### config.mk
export PLATFORM = sky130hd
export DESIGN_NAME = shift_left_2_unit
export DESIGN_NICKNAME = d
export VERILOG_FILES = /design/src/rtl/shift_left_2_unit.sv
export SDC_FILE = /design/constraint.sdc
export NUM_CORES = 1
export LEC_CHECK = 0
export ABC_AREA = 1
export BUFFER_PORTS_ARGS = -buffer_cell sky130_fd_sc_hd__buf_2
export CAP_MARGIN = 25
export CORE_UTILIZATION = 44
export DETAILED_ROUTE_END_ITERATION = 10
export PLACE_DENSITY = 0.84
export REMOVE_ABC_BUFFERS = 1
export SYNTH_ARGS = -nofsm -noshare
export SYNTH_HDL_FRONTEND = slang
export SYNTH_SLANG_ARGS = --single-unit
### constraint.sdc
create_clock -name clk -period 2.65 [get_ports clk]
set_input_delay 0.53 -clock clk [delete_from_list [all_inputs] [get_ports clk]]
set_output_delay 0.53 -clock clk [all_outputs]
set_load 0.02 [all_outputs]
### src/rtl/shift_left_2_unit.sv
// shift_left_2_unit: word-index to byte-offset scaler (x4 by default).
// The combinational result serves single-cycle datapaths. A one-deep registered
// stage with valid/ready handshake reports per-result and sticky overflow.
module shift_left_2_unit #(
  parameter int WIDTH = 32,
  parameter int SHIFT = 2
) (
  input  logic             clk,
  input  logic             rst_n,
  input  logic [WIDTH-1:0] inp,
  output logic [WIDTH-1:0] out,
  input  logic             in_valid,
  output logic             in_ready,
  output logic [WIDTH-1:0] out_q,
  output logic             ovf_q,
  output logic             out_valid,
  input  logic             out_ready,
  output logic             ovf_sticky,
  input  logic             ovf_clr
);

  // Left shift with zero fill; the upper SHIFT bits fall off the top.
  function automatic logic [WIDTH-1:0] f_shift(input logic [WIDTH-1:0] v);
    return {v[WIDTH-1-SHIFT:0], {SHIFT{1'b0}}};
  endfunction

  // Overflow means any of the bits that the shift discards was nonzero.
  function automatic logic f_ovf(input logic [WIDTH-1:0] v);
    return |v[WIDTH-1:WIDTH-SHIFT];
  endfunction

  logic             ovf_s;
  logic             accept_s;
  logic [WIDTH-1:0] out_d;
  logic             ovf_d;
  logic             out_valid_q;
  logic             out_valid_d;
  logic             ovf_sticky_q;
  logic             ovf_sticky_d;

  // Combinational shift and overflow. This path does not depend on clk or rst_n.
  always_comb begin
    out   = f_shift(inp);
    ovf_s = f_ovf(inp);
  end

  // Handshake. The stage is ready when empty or when being drained this cycle.
  always_comb begin
    in_ready = !out_valid_q || out_ready;
    accept_s = in_valid && in_ready;
  end

  // Next-state logic for the result register and the sticky overflow flag.
  always_comb begin
    out_d        = out_q;
    ovf_d        = ovf_q;
    out_valid_d  = out_valid_q;
    ovf_sticky_d = ovf_sticky_q;
    if (accept_s) begin
      // Covers simultaneous drain and refill: new result replaces old.
      out_d       = out;
      ovf_d       = ovf_s;
      out_valid_d = 1'b1;
    end else if (out_valid_q && out_ready) begin
      // Drain with no refill. The data is held and only valid drops.
      out_valid_d = 1'b0;
    end else begin
      out_valid_d = out_valid_q;
    end
    // Set has priority over clear so an overflow is never lost.
    if (accept_s && ovf_s) begin
      ovf_sticky_d = 1'b1;
    end else if (ovf_clr) begin
      ovf_sticky_d = 1'b0;
    end else begin
      ovf_sticky_d = ovf_sticky_q;
    end
  end

  // State registers. Asynchronous reset discards any held result.
  always_ff @(posedge clk or negedge rst_n) begin
    if (!rst_n) begin
      out_q        <= {WIDTH{1'b0}};
      ovf_q        <= 1'b0;
      out_valid_q  <= 1'b0;
      ovf_sticky_q <= 1'b0;
    end else begin
      out_q        <= out_d;
      ovf_q        <= ovf_d;
      out_valid_q  <= out_valid_d;
      ovf_sticky_q <= ovf_sticky_d;
    end
  end

  // Drive the output ports from the registered state.
  always_comb begin
    out_valid  = out_valid_q;
    ovf_sticky = ovf_sticky_q;
  end

endmodule

==> flow_results.xml <==
<?xml version="1.0" encoding="UTF-8"?>
<metrics>
  <group name="run_status">
    <metric name="outcome" unit="">finished, final reports clean</metric>
  </group>
  <group name="power">
    <metric name="worst_ir_drop_vdd" unit="uV">304</metric>
    <metric name="power.share.switching" unit="%">34.9</metric>
    <metric name="switchingPower" unit="mW">0.427</metric>
    <metric name="power.share.combinational" unit="%">29.7</metric>
    <metric name="cell_internal_pwr" unit="mW">0.797</metric>
    <metric name="sequential_group_share_of_total_power" unit="%">49.7</metric>
    <metric name="power.density_cell_area" unit="mW/mm^2">644</metric>
    <metric name="power.static_leakage" unit="nW">1.17</metric>
    <metric name="clock_power_share" unit="%">20.7</metric>
  </group>
  <group name="setup_path">
    <metric name="crit-reg2reg-launch" unit="">out_valid</metric>
    <metric name="cp.required" unit="ns">2.12</metric>
    <metric name="crit_path_start" unit="">out_valid</metric>
    <metric name="critPathMaxFanout" unit="">4</metric>
    <metric name="timing.critical_path.from_type" unit="">flop</metric>
    <metric name="timing.critical_path.slowest_cell_delay" unit="ns">0.39</metric>
    <metric name="r2r_setup_slack" unit="ns">1.45</metric>
    <metric name="worst-path-buf-inv" unit="">1</metric>
    <metric name="worst-setup-path-type" unit="">flop to output pin</metric>
    <metric name="timing.critical_path.depth" unit="">2</metric>
    <metric name="critPathCapture" unit="">in_ready</metric>
    <metric name="slowest_stage" unit="">sky130_fd_sc_hd__dfrtp_1</metric>
    <metric name="crit_arrival" unit="ns">1.01</metric>
    <metric name="end_kind" unit="">output pin</metric>
    <metric name="critical_path.top_delay_family" unit="">flip-flops</metric>
    <metric name="regToRegEndpoint" unit="">out_q[22]</metric>
    <metric name="cp_cell_sequence" unit="">nand2_2, buf_2</metric>
    <metric name="reg2reg_depth" unit="">4</metric>
  </group>
  <group name="sta">
    <metric name="setup-violations-final" unit="">0</metric>
    <metric name="post-route-min-period" unit="ns">1.54</metric>
    <metric name="finalHoldViolCount" unit="">0</metric>
    <metric name="grt_setup_unrepaired" unit="">no</metric>
    <metric name="worst_slew_pin_slew" unit="ns">0.692</metric>
    <metric name="slew_violations" unit="">0</metric>
    <metric name="max-slew-margin-rel" unit="%">53.8</metric>
    <metric name="clock.fmax" unit="GHz">0.648</metric>
    <metric name="timing.final.ws_setup" unit="ns">1.11</metric>
    <metric name="clock_skew" unit="ns">0.00145</metric>
    <metric name="finalCritPeriodShare" unit="%">58.2</metric>
    <metric name="timing.setup.tns" unit="ns">0</metric>
  </group>
  <group name="layout">
    <metric name="fill_count" unit="">332</metric>
    <metric name="layout-drive-gt1-share" unit="%">43.8</metric>
    <metric name="antenna_cells" unit="">0</metric>
    <metric name="syn_to_final_growth" unit="%">21.2</metric>
    <metric name="num-nets-final" unit="">287</metric>
    <metric name="multi_input_comb_area" unit="sq um">430</metric>
    <metric name="most-common-layout-cells" unit="">sky130_fd_sc_hd__buf_2, sky130_fd_sc_hd__nand2_1, sky130_fd_sc_hd__dfrtp_1</metric>
    <metric name="sequential_cell_area" unit="sq um">826</metric>
    <metric name="layout.cells.most_common" unit="">sky130_fd_sc_hd__buf_2</metric>
    <metric name="finish.cell_count_without_fillers" unit="">297</metric>
  </group>
  <group name="min_path">
    <metric name="min_path_type" unit="">input pin to asynchronous set/reset pin</metric>
  </group>
  <group name="floorplan">
    <metric name="fp-row-count" unit="">21</metric>
    <metric name="initial_utilization" unit="%">46.6</metric>
    <metric name="die_height" unit="um">61.7</metric>
    <metric name="num_io_pins" unit="">105</metric>
    <metric name="die-area" unit="sq mm">0.00381</metric>
    <metric name="width_of_the_chip" unit="um">61.7</metric>
    <metric name="core_footprint" unit="sq mm">0.00336</metric>
  </group>
  <group name="clocking">
    <metric name="cts_hold_buffers_added" unit="">0</metric>
    <metric name="cts.root.buffer_cell" unit="">sky130_fd_sc_hd__clkbuf_4</metric>
    <metric name="max-clock-path-buffers" unit="">2</metric>
    <metric name="h-tree-depth" unit="">2</metric>
    <metric name="postCtsResizedCells" unit="">0</metric>
    <metric name="cts.repair_timing.setup_buffer_count" unit="">0</metric>
    <metric name="cts_tree" unit="">built</metric>
    <metric name="path_clk_slew" unit="ns">0.09</metric>
    <metric name="numClockSinks" unit="">33</metric>
    <metric name="clk-insertion-delay-late" unit="ns">0.31</metric>
    <metric name="cts_inserted_buffers" unit="">5</metric>
  </group>
  <group name="placed_design">
    <metric name="place_congestion" unit="">0.721</metric>
    <metric name="dpl.cell_count" unit="">289</metric>
    <metric name="portBuffers" unit="">100</metric>
    <metric name="detailedPlace.worstSlack" unit="ns">0.937</metric>
    <metric name="detailedPlacementHpwl" unit="mm">2.26</metric>
  </group>
  <group name="detailed_routing">
    <metric name="routed_wl" unit="mm">3.11</metric>
    <metric name="detail_route.first_pass.iterations" unit="">4</metric>
    <metric name="detailedRoute.firstIterationViolations" unit="">67</metric>
    <metric name="drc" unit="">0</metric>
    <metric name="detail-route-antenna-nets" unit="">0</metric>
    <metric name="vias" unit="">1323</metric>
    <metric name="vias_per_cell" unit="">4.45</metric>
    <metric name="routed_wire_length_per_instance" unit="um">10.5</metric>
  </group>
  <group name="global_route">
    <metric name="antenna_found_initial" unit="">0</metric>
    <metric name="wire_length_of_the_first_global_routing_pass" unit="mm">4.57</metric>
    <metric name="grt_pass1_vias" unit="">1063</metric>
    <metric name="grt_start_max_net_pins" unit="">34</metric>
    <metric name="grtUsageTotal" unit="%">16.9</metric>
    <metric name="globalRouteOverflowTotal" unit="">0</metric>
  </group>
  <group name="synthesis">
    <metric name="ys_types" unit="">8</metric>
    <metric name="synth-seq-area-share" unit="%">52.7</metric>
    <metric name="avgSynthCellArea" unit="sq um">8.71</metric>
    <metric name="synthCells" unit="">180</metric>
    <metric name="number_of_warning_messages_in_the_yosys_log" unit="">0</metric>
    <metric name="synth_seq_cells" unit="">33</metric>
    <metric name="mapped_area" unit="sq mm">0.00157</metric>
  </group>
  <group name="job">
    <metric name="drv_cap" unit="">0</metric>
  </group>
</metrics>
-- metal layers --
metal / track usage [%] / part of all wire, % / up-vias
li1: - / - / 666
met1: 19.7 / 43 / 584
met2: 28.3 / 47 / 68
met4: 6.67 / 1.5 / 0
met5: 0 / 0 / -
met3: 6.42 / 8.1 / 5
-- stage by stage --
step	hold WS [ns]	area (sq um)	power (mW)	utilization, %
5_1_grt	0.282	1900	1.31	56.5
3_3_place_gp	0.451	1850	0.977	55.1
6_report	0.248	1900	1.22	56.5
4_1_cts	0.265	1900	1.24	56.5
2_1_floorplan	0.234	1270	0.787	-
3_5_place_dp	0.455	1850	0.985	55.1
-- cell usage after synthesis (all sizes together) --
cell type  instances  share of area, %
nand2             68                17
buf               43                20
dfrtp             33                53
nand3             31               9.9
inv                4              0.96
conb               1              0.24
-- sequential cells by signal, summed over array words and instances (netlist names) --
register	count
ovf_sticky	1
ovf_q	1
out_valid	1
out_q	30
-- cell families (layout without fill, tap and decap cells) --
logic type             after synthesis  count (layout)  synth area share, %
other                                1               4                0.239
DFF                                 33              33                 52.7
and+or+nand+nor                     99              99                 26.5
buffers and inverters               47             115                 20.6
-- power by group through the flow --
stage               clock [mW]  combinational (mW)  sequential [mW]
global placement             0               0.360            0.617
global route             0.289               0.404            0.616
detailed placement           0               0.369            0.616
finish                   0.253               0.363            0.608
floorplan                    0              0.0836            0.703
CTS                      0.264               0.369            0.608
-- final cells by class --
cell class                 count  share of cell area (%)
sequential                    33                    43.4
tap                           46                    3.03
timing repair buffer         103                    27.5
clock buffer                   8                    2.57
inverter                       4                   0.790
multi-input combinational    103                    22.6
-- worst min path at each step --
stage	depth (start not counted)	end
2_1_floorplan	0	out_q[10]
3_3_place_gp	2	out_q[22]
3_5_place_dp	2	out_q[19]
4_1_cts	1	out_q[15]
5_1_grt	1	out_q[8]
6_report	1	out_q[15]
Note: power is estimated with default switching activity, not from simulation.
